$ cat src/rtl/serial_chunk_adder.sv
// Multi-cycle adder: WIDTH-bit operands summed CHUNK bits per cycle through one slice with a registered carry.
// Optional subtract mode when SERIAL_CHUNK_ADDER_SUB_EN is defined (adds a 'sub' input).
module serial_chunk_adder #(
    parameter int WIDTH = 32,
    parameter int CHUNK = 4
) (
    input  logic             clk,
    input  logic             rst,
`ifdef SERIAL_CHUNK_ADDER_SUB_EN
    input  logic             sub,
`endif
    input  logic             in_valid,
    output logic             in_ready,
    input  logic [WIDTH-1:0] a,
    input  logic [WIDTH-1:0] b,
    input  logic             carry_in,
    output logic             out_valid,
    input  logic             out_ready,
    output logic [WIDTH-1:0] sum,
    output logic             carry_out,
    output logic             overflow
);

    localparam int NCHUNK = WIDTH / CHUNK;
    localparam int IDX_W  = (NCHUNK > 1) ? $clog2(NCHUNK) : 1;
    localparam logic [IDX_W-1:0] LAST_IDX = IDX_W'(NCHUNK - 1);

    if (WIDTH % CHUNK != 0) begin : g_bad_chunk
        $error("serial_chunk_adder: WIDTH must be a multiple of CHUNK");
    end

    // Valid/ready: a transfer happens on a rising edge where valid and ready are both 1;
    // in_ready and out_valid depend only on state, never combinationally on the inputs.
    typedef enum logic [1:0] {IDLE, RUN, DONE} state_t;

    state_t             state_q, state_d;
    logic [IDX_W-1:0]   idx_q;
    logic               carry_q;
    logic [WIDTH-1:0]   a_q, b_q, sum_q;
    logic               carry_out_q, overflow_q;

    logic               accept;
    logic [WIDTH-1:0]   b_load;
    logic               carry_load;
    logic [CHUNK-1:0]   a_s, b_s, s;
    logic               c, msb_cin;

    always_ff @(posedge clk or posedge rst) begin
        if (rst) state_q <= IDLE;
        else     state_q <= state_d;
    end

    always_comb begin
        state_d = state_q;
        case (state_q)
            IDLE:    if (in_valid)          state_d = RUN;
            RUN:     if (idx_q == LAST_IDX) state_d = DONE;
            DONE:    if (out_ready)         state_d = IDLE;
            default:                        state_d = IDLE;
        endcase
    end

    assign in_ready  = (state_q == IDLE);
    assign out_valid = (state_q == DONE);
    assign accept    = in_valid & in_ready;

`ifdef SERIAL_CHUNK_ADDER_SUB_EN
    // Subtract as a + ~b + 1; carry_in is ignored in this mode.
    assign b_load     = sub ? ~b : b;
    assign carry_load = sub ? 1'b1 : carry_in;
`else
    assign b_load     = b;
    assign carry_load = carry_in;
`endif

    always_comb begin
        a_s      = a_q[idx_q*CHUNK +: CHUNK];
        b_s      = b_q[idx_q*CHUNK +: CHUNK];
        {c, s}   = {1'b0, a_s} + {1'b0, b_s} + {{CHUNK{1'b0}}, carry_q};
        // Carry into the slice MSB recovered from the MSB sum bit.
        msb_cin  = a_s[CHUNK-1] ^ b_s[CHUNK-1] ^ s[CHUNK-1];
    end

    always_ff @(posedge clk or posedge rst) begin
        if (rst) begin
            a_q         <= '0;
            b_q         <= '0;
            sum_q       <= '0;
            idx_q       <= '0;
            carry_q     <= 1'b0;
            carry_out_q <= 1'b0;
            overflow_q  <= 1'b0;
        end else if (accept) begin
            a_q     <= a;
            b_q     <= b_load;
            carry_q <= carry_load;
            idx_q   <= '0;
        end else if (state_q == RUN) begin
            sum_q[idx_q*CHUNK +: CHUNK] <= s;
            carry_q <= c;
            if (idx_q == LAST_IDX) begin
                idx_q       <= '0;
                carry_out_q <= c;
                overflow_q  <= msb_cin ^ c;
            end else begin
                idx_q <= idx_q + 1'b1;
            end
        end
    end

    assign sum       = sum_q;
    assign carry_out = carry_out_q;
    assign overflow  = overflow_q;

endmodule

$ cat config.mk
export PLATFORM = sky130hd
export DESIGN_NAME = serial_chunk_adder
export DESIGN_NICKNAME = d
export VERILOG_FILES = /design/src/rtl/serial_chunk_adder.sv
export SDC_FILE = /design/constraint.sdc
export NUM_CORES = 1
export LEC_CHECK = 0
export BUFFER_PORTS_ARGS = -buffer_cell sky130_fd_sc_hd__buf_2
export CORE_ASPECT_RATIO = 0.75
export CORE_UTILIZATION = 49
export DETAILED_ROUTE_END_ITERATION = 8
export GPL_TIMING_DRIVEN = 0
export PLACE_DENSITY = 0.76
export SLEW_MARGIN = 20
export SYNTH_ARGS = -nofsm -noshare
export SYNTH_HDL_FRONTEND = slang
export SYNTH_SLANG_ARGS = --single-unit
$ cat constraint.sdc
create_clock -name clk -period 2.8 [get_ports clk]
set_input_delay 0.14 -clock clk [delete_from_list [all_inputs] [get_ports clk]]
set_output_delay 0.14 -clock clk [all_outputs]
set_load 0.05 [all_outputs]
==> results of run 1 <==
==> cell usage in the layout, fill, tap and decap left out, types with 6 or more instances in the layout <==
cell type,synthesis,routed
mux4_2,16,16
nor2_1,9,6
buf_4,1,15
clkbuf_16,0,9
mux2_4,4,6
mux2_2,22,20
dfrtp_1,104,103
dlygate4sd3_1,0,51
buf_2,7,110
ha_1,10,8
nand2_1,231,226
clkbuf_1,12,11
o31ai_1,9,6
==> worst min path at each step <==
stage	slack [ns]	end	depth (start not counted)	start
2_1_floorplan	0.25	a_q[0]$_DFFE_PP0P_	2	a[0]
3_3_place_gp	0.33	a_q[11]$_DFFE_PP0P_	3	a[11]
3_5_place_dp	0.20	b_q[18]$_DFFE_PP0P_	3	rst
4_1_cts	0.00003	b_q[6]$_DFFE_PP0P_	3	b[6]
5_1_grt	0.002	b_q[11]$_DFFE_PP0P_	3	b[11]
6_report	0.006	b_q[14]$_DFFE_PP0P_	3	b[14]
==> cell usage after synthesis (all sizes together) <==
| master | n |
|---|---|
| clkinv | 1 |
| a22oi | 1 |
| inv | 4 |
| nor3b | 1 |
| nand3b | 2 |
| nand2 | 231 |
| nor2b | 2 |
| nand4b | 3 |
| o31a | 1 |
| dfrtp | 104 |
| o21ai | 5 |
| a21o | 2 |
| nand2b | 5 |
| xnor2 | 3 |
| a21oi | 2 |
| xor2 | 1 |
| nor4 | 1 |
| o31ai | 9 |
| nor2 | 9 |
| mux2 | 26 |
| or3 | 1 |
| nand3 | 3 |
| mux4 | 16 |
| ha | 10 |
| fa | 2 |
| buf | 10 |
| nor3 | 4 |
| clkbuf | 12 |
| mux2i | 1 |
==> state kept, by name, indices dropped and copies added (netlist names) <==
name,cells
a_q,32
b_q,32
carry_out,1
carry_q,1
idx_q,3
overflow,1
state_q,2
sum,32
==> layer usage <==
| layer | global-route usage (%) | vias up |
|---|---|---|
| li1 | - | 1916 |
| met2 | 43.7 | 171 |
| met3 | 5.95 | 26 |
| met5 | 0 | - |
| met1 | 37.3 | 2003 |
| met4 | 9.32 | 0 |
==> power breakdown <==
group          internal, mW  leakage, nW  switching (mW)
logic                  2.39         2.08            3.23
clock network         0.698        0.139           0.565
registers              2.16         1.32           0.361
==> kinds of logic (layout without fill, tap and decap cells) <==
group / count (synthesis) / after routing
and+or+nand+nor: 262 / 262
DFF: 104 / 104
muxes: 43 / 43
buffers and inverters: 27 / 220
AOI/OAI and AO/OA: 20 / 20
adders and majority gates: 12 / 12
xor gates and xnor gates: 4 / 4
==> per-stage QoR <==
step	hold slack, ns	utilization, %	setup TNS [ns]	setup WS, ns	cell area (µm²)
floorplan	0.245	-	-0.0173	-0.0173	4850
global placement	0.332	59.6	-5.39	-0.287	5530
detailed placement	0.196	60.3	-6.83	-0.353	5590
CTS	0.0000262	71.2	-0.363	-0.0586	6610
global route	0.00153	72.7	-2.81	-0.184	6740
finish	0.00554	72.7	-1.23	-0.116	6740
==> worst register-to-register path, delay by kind of cell, from the launching register on <==
family | cells | cell delay [ns]
xor+xnor | 1 | 0.28
fa+ha+maj | 2 | 0.85
buf+inv | 2 | 0.28
flops | 1 | 0.38
mux | 2 | 0.77
simple gates | 3 | 0.26
==> layout make-up <==
cell class	count	area, µm²
flip-flops and latches	104	2600
fillers	656	2530
multi-input cells	341	2240
repair buffers	177	1270
clock buffers	10	229
well taps	128	160
plain buffers	22	149
clock inverters	6	67.6
inverters	5	23.8
==> repair_timing <==
item / CTS / global route
gates resized for setup: 20 / 24
buffers inserted: 12 / 6
setup endpoints to repair: 27 / 27
endpoints found under the hold margin: 83 / 0
pin swaps: 11 / 11
gates cloned: 1 / 0
hold buffers: 51 / 0
==> run metrics, run 1 <==
Port-buffer cells=104; ranking of synthesized cells by area=dfrtp_1 54%, nand2_1 18%, mux4_2 7.5%; initial antenna violation count=0; final worst slack=-0.116 ns; CP Capture Type=register; crit path DAT=3.15 ns; routed via count=a little over 4000; mux cell area share after synthesis=14.1%; count of pins over their slew limit=0; max-cap viol count=0; WL/cell=16.5 µm; Cells after Synth=about 470; CP endpoint=sum[14]$_DFFE_PP0P_; H-tree depth=3; Power Density=1400 nW/µm²; grt ovf=0; critical setup path kind=reg -> reg; met3 wire len=roughly 840 µm; Ant. Diodes=0; worst skew pair latency=roughly 0.35 ns; post-synthesis simple-gate area fraction=approximately 22%; Worst R2R Path Depth=10; Vias per Instance=about 5.2; R2R setup slack=-0.12 ns; final count of hold timing violations=0; GRT Total Usage=27.3%; Reg2Reg Launch Point=idx_q[0]$_DFFE_PP0P_; Worst Hold Class=in -> reg; largest net degree at the start of global routing=37; Met2 Routed Length=between 6 and 7 mm; Top Ports=105; Worst EP required=3.04 ns; CP bufs+invs=2; clk root buf=clkbuf_16; post-route DRC violation count=0; yosys warns=0; Unique masters post-synth=34; Pwr Total=9.40 mW; Initial Util=51.9%; Max Fanout on Critical Path=6; relative slew slack=between 60% and 70%; CORE AREA=9270 µm²; xor/xnor share of the synthesized area=0.728%; DR top layer=met4; Synth Area in Adders=3.43%; worst reg2reg endpoint=sum[14]$_DFFE_PP0P_; crit-path cells=buf_6 > buf_12 > mux4_2 > nand2_1 > nand2_1 > fa_2 > fa_2 > xnor2_4 > nor3_2 > mux2_2; CTS clk-pin slew, worst paths=approximately 0.07 ns; Worst Setup SP=idx_q[0]$_DFFE_PP0P_; Synth area leader=dfrtp_1; outcome=finished with violations; drt first-iter violations=between 400 and 500; TritonCTS clock tree=done; dpl hpwl=8.44 mm; largest stage delay on the critical path=0.51 ns; failing checks=setup timing; Bufs on Longest Clock Path=2; Lkg Pwr=3.55 nW; Tmin final=a little under 3 ns; Mapped Avg Cell Area=slightly above 10 µm²; nets=741; maximum VDD drop=between 0.0006 and 0.0007 V; height of the die=87.8 µm; CP max stage cell=mux4_2; Yosys reg bits=104; Synth top area share=54.1%; dpl cells=~710; vias in the first global route=between 4000 and 5000; Detail Route Antenna Nets=0; Top delay family on crit path=adder cells; routed wire length=13.1 mm; highest clock rate=343 MHz; share of cells above drive strength 1=34.0%; Area growth syn-to-layout=40.0%; clock sinks=104; M1 WL=5.72 mm; Tcrit/Tclk final=104%; CP Launch Type=register; cell count along the critical path=10; post-synthesis compound-gate area fraction=under 10%; Inserted Clock Buffers=9; largest family of logic cells by synthesized area=simple AND/OR/NAND/NOR gates; Seq/Total Area, Yosys=between 50% and 60%; # setup viols final=18; die width=~120 µm; Final GP Congestion=0.815; Final Instance Count excl. Fillers=793; Die ar.=~10000 µm²; DR pass1 iterations=4; first-pass GRT wire length=20.5 mm; unrepaired setup endpoints after global routing=yes; syn nets=553; cell area after synthesis=around 4800 µm²; row cnt=30; Worst Skew=just under 0.007 ns; Worst-Margin Slew=roughly 0.55 ns
Note: power is estimated with default switching activity, not from simulation.
==> run 2, diff against run 1 <==
--- a/config.mk
+++ b/config.mk
@@ -7,10 +7,10 @@
 export LEC_CHECK = 0
 export BUFFER_PORTS_ARGS = -buffer_cell sky130_fd_sc_hd__buf_2
 export CORE_ASPECT_RATIO = 0.75
-export CORE_UTILIZATION = 49
+export CORE_MARGIN = 2
+export CORE_UTILIZATION = 27
 export DETAILED_ROUTE_END_ITERATION = 8
 export GPL_TIMING_DRIVEN = 0
-export PLACE_DENSITY = 0.76
 export SLEW_MARGIN = 20
 export SYNTH_ARGS = -nofsm -noshare
 export SYNTH_HDL_FRONTEND = slang
==> run metrics, run 2 (same netlist as run 1, synthesis figures left out) <==
failing checks=setup timing (unchanged); height of the die=120 µm (was 87.8 µm); Top Ports=105 (unchanged); Vias per Instance=4.37 (was 5.19); largest net degree at the start of global routing=32 (was 37); die width=158 µm (was 116 µm); H-tree depth=3 (unchanged); Bufs on Longest Clock Path=2 (unchanged); placed cell areas=5730 µm² (was 5590 µm²); Post-Place Worst Slack=-0.375 ns (was -0.353 ns); count of pins over their slew limit=0 (unchanged); unrepaired setup endpoints after global routing=yes (unchanged); crit path DAT=3.13 ns (was 3.15 ns); Lkg Pwr=3.58 nW (was 3.55 nW); Worst-Margin Slew=0.680 ns (was 0.552 ns); clk root buf=clkbuf_16 (unchanged); CP max stage cell=mux4_2 (unchanged); drt first-iter violations=190 (was 405); outcome=finished with violations (unchanged); Max Fanout on Critical Path=5 (was 6); crit-path cells=buf_6 > buf_12 > mux4_2 > nand2_2 > nand2_2 > fa_2 > fa_2 > a21o_1 > a21oi_4 > xnor2_2 > o21ai_1 (was buf_6 > buf_12 > mux4_2 > nand2_1 > nand2_1 > fa_2 > fa_2 > xnor2_4 > nor3_2 > mux2_2); share of cells above drive strength 1=32.4% (was 34.0%); grt ovf=0 (unchanged); Power Density=1340 nW/µm² (was 1400 nW/µm²); worst skew pair latency=0.36 ns (was 0.35 ns); routed via count=4010 (was 4116); WL/cell=15.1 µm (was 16.5 µm); first-pass GRT wire length=22.2 mm (was 20.5 mm); DR pass1 iterations=4 (unchanged); final instance area=6980 µm² (was 6740 µm²); dpl cells=821 (was 707); Port-buffer cells=104 (unchanged); Initial Util=27.4% (was 51.9%); dpl hpwl=9.64 mm (was 8.44 mm); commonest non-fill, non-tap cells in the layout=227 x nand2_1, 110 x buf_2, 104 x dfrtp_1 (was 226 x nand2_1, 110 x buf_2, 103 x dfrtp_1); Final Instance Count excl. Fillers=918 (was 793); nets=752 (was 741); initial antenna violation count=1 (was 0); TritonCTS clock tree=done (unchanged); final core occ=39.7% (was 72.7%); Worst Skew=0.00821 ns (was 0.00687 ns); critical setup path kind=reg -> reg (unchanged); max-cap viol count=0 (unchanged); largest stage delay on the critical path=0.53 ns (was 0.51 ns); relative slew slack=54.5% (was 63.2%); CP Launch Type=register (unchanged); post-route DRC violation count=0 (unchanged); worst hold slack=0.0228 ns (was 0.00554 ns); highest clock rate=346 MHz (was 343 MHz); final worst slack=-0.0887 ns (was -0.116 ns); commonest non-fill, non-tap cell in the layout=nand2_1 (unchanged); Worst Hold Class=in -> reg (unchanged); Final GP Congestion=0.765 (was 0.815); final count of hold timing violations=0 (unchanged); Worst EP required=3.04 ns (about the same); CTS clk-pin slew, worst paths=0.07 ns (about the same); vias in the first global route=4170 (was 4180); GRT Total Usage=15.7% (was 27.3%); Tcrit/Tclk final=103% (was 104%); CP Capture Type=register (unchanged); CORE AREA=17600 µm² (was 9270 µm²); maximum VDD drop=0.000718 V (was 0.000662 V); routed wire length=13.8 mm (was 13.1 mm); Area growth syn-to-layout=44.9% (was 40.0%); Detail Route Antenna Nets=0 (unchanged); clock sinks=104 (unchanged); # setup viols final=15 (was 18); Inserted Clock Buffers=9 (unchanged); Tmin final=2.89 ns (was 2.92 ns); Die ar.=18900 µm² (was 10200 µm²); Filler cells=1776 (was 656); row cnt=42 (was 30)
-- run 2: cell types whose count changed in the layout (fill, tap and decap cells not counted), sizes merged --
cell | previous run | this run
diode | 0 | 1
bufinv | 1 | 2
clkbuf | 22 | 24
dlygate4sd3 | 51 | 62
clkinvlp | 3 | 2
inv | 5 | 3
clkinv | 2 | 1
-- run 2: final cells by class --
class | count | area, µm² | area share, %
well taps | 242 | 303 | 4.34
flip-flops and latches | 104 | 2600 | 37.3
repair buffers | 188 | 1370 | 19.6
multi-input cells | 341 | 2220 | 31.9
diodes | 1 | 2.50 | 0.0359
inverters | 5 | 23.8 | 0.341
clock inverters | 3 | 67.6 | 0.969
plain buffers | 22 | 149 | 2.13
clock buffers | 12 | 236 | 3.39
-- run 2: routing by layer --
metal | up-vias | wire [µm] | track usage, %
li1 | 1942 | - | -
met3 | 13 | 767 | 4.62
met1 | 1956 | 6530 | 22.0
met2 | 99 | 6350 | 24.0
met4 | 0 | 172 | 3.66
met5 | - | 0 | 0
-- run 2: path summary, 6_finish.rpt --
kind | startpoint | cells after the start | slack [ns] | endpoint
worst max-delay path | idx_q[0]$_DFFE_PP0P_ | 11 | -0.09 | overflow$_DFFE_PP0P_
worst min-delay path | b[15] | 3 | 0.02 | b_q[15]$_DFFE_PP0P_
worst max register to register | idx_q[0]$_DFFE_PP0P_ | 11 | -0.09 | overflow$_DFFE_PP0P_
worst min register to register | b_q[28]$_DFFE_PP0P_ | 2 | 0.47 | b_q[28]$_DFFE_PP0P_
max in group asynchronous | rst | 5 | 1.69 | b_q[2]$_DFFE_PP0P_
min in group asynchronous | rst | 3 | 0.37 | b_q[23]$_DFFE_PP0P_
-- run 2: power breakdown --
group / internal, mW / switching [mW] / leakage (nW)
combinational: 2.32 / 3.18 / 2.12
clock: 0.780 / 0.551 / 0.143
sequential: 2.15 / 0.352 / 1.32
total: 5.26 / 4.08 / 3.58
-- run 2: per-stage QoR --
| stage | setup TNS [ns] | power (mW) |
|---|---|---|
| floorplan | -0.0173 | 5.76 |
| global placement | -7.48 | 6.93 |
| detailed placement | -7.81 | 7.01 |
| CTS | -0.496 | 9.15 |
| global route | -2.40 | 10.0 |
| finish | -0.506 | 9.34 |
-- run 2: critical path, delay by kind of cell, from the launching register on --
family | cells | cell delay (ns)
AO/OA/AOI/OAI | 3 | 0.53
XOR/XNOR | 1 | 0.13
adder cells (fa/ha/maj) | 2 | 0.79
buffers and inverters | 2 | 0.26
flip-flops | 1 | 0.37
multiplexers | 1 | 0.53
AND/OR/NAND/NOR | 2 | 0.15
-- run 2: what timing repair did --
item | CTS | global route
pin swaps | 10 | 9
hold buffers | 62 | 0
gates resized for setup | 20 | 15
endpoints found under the setup margin | 27 | 27
endpoints found under the hold margin | 79 | 0
setup buffers | 16 | 2
gates cloned | 1 | 0
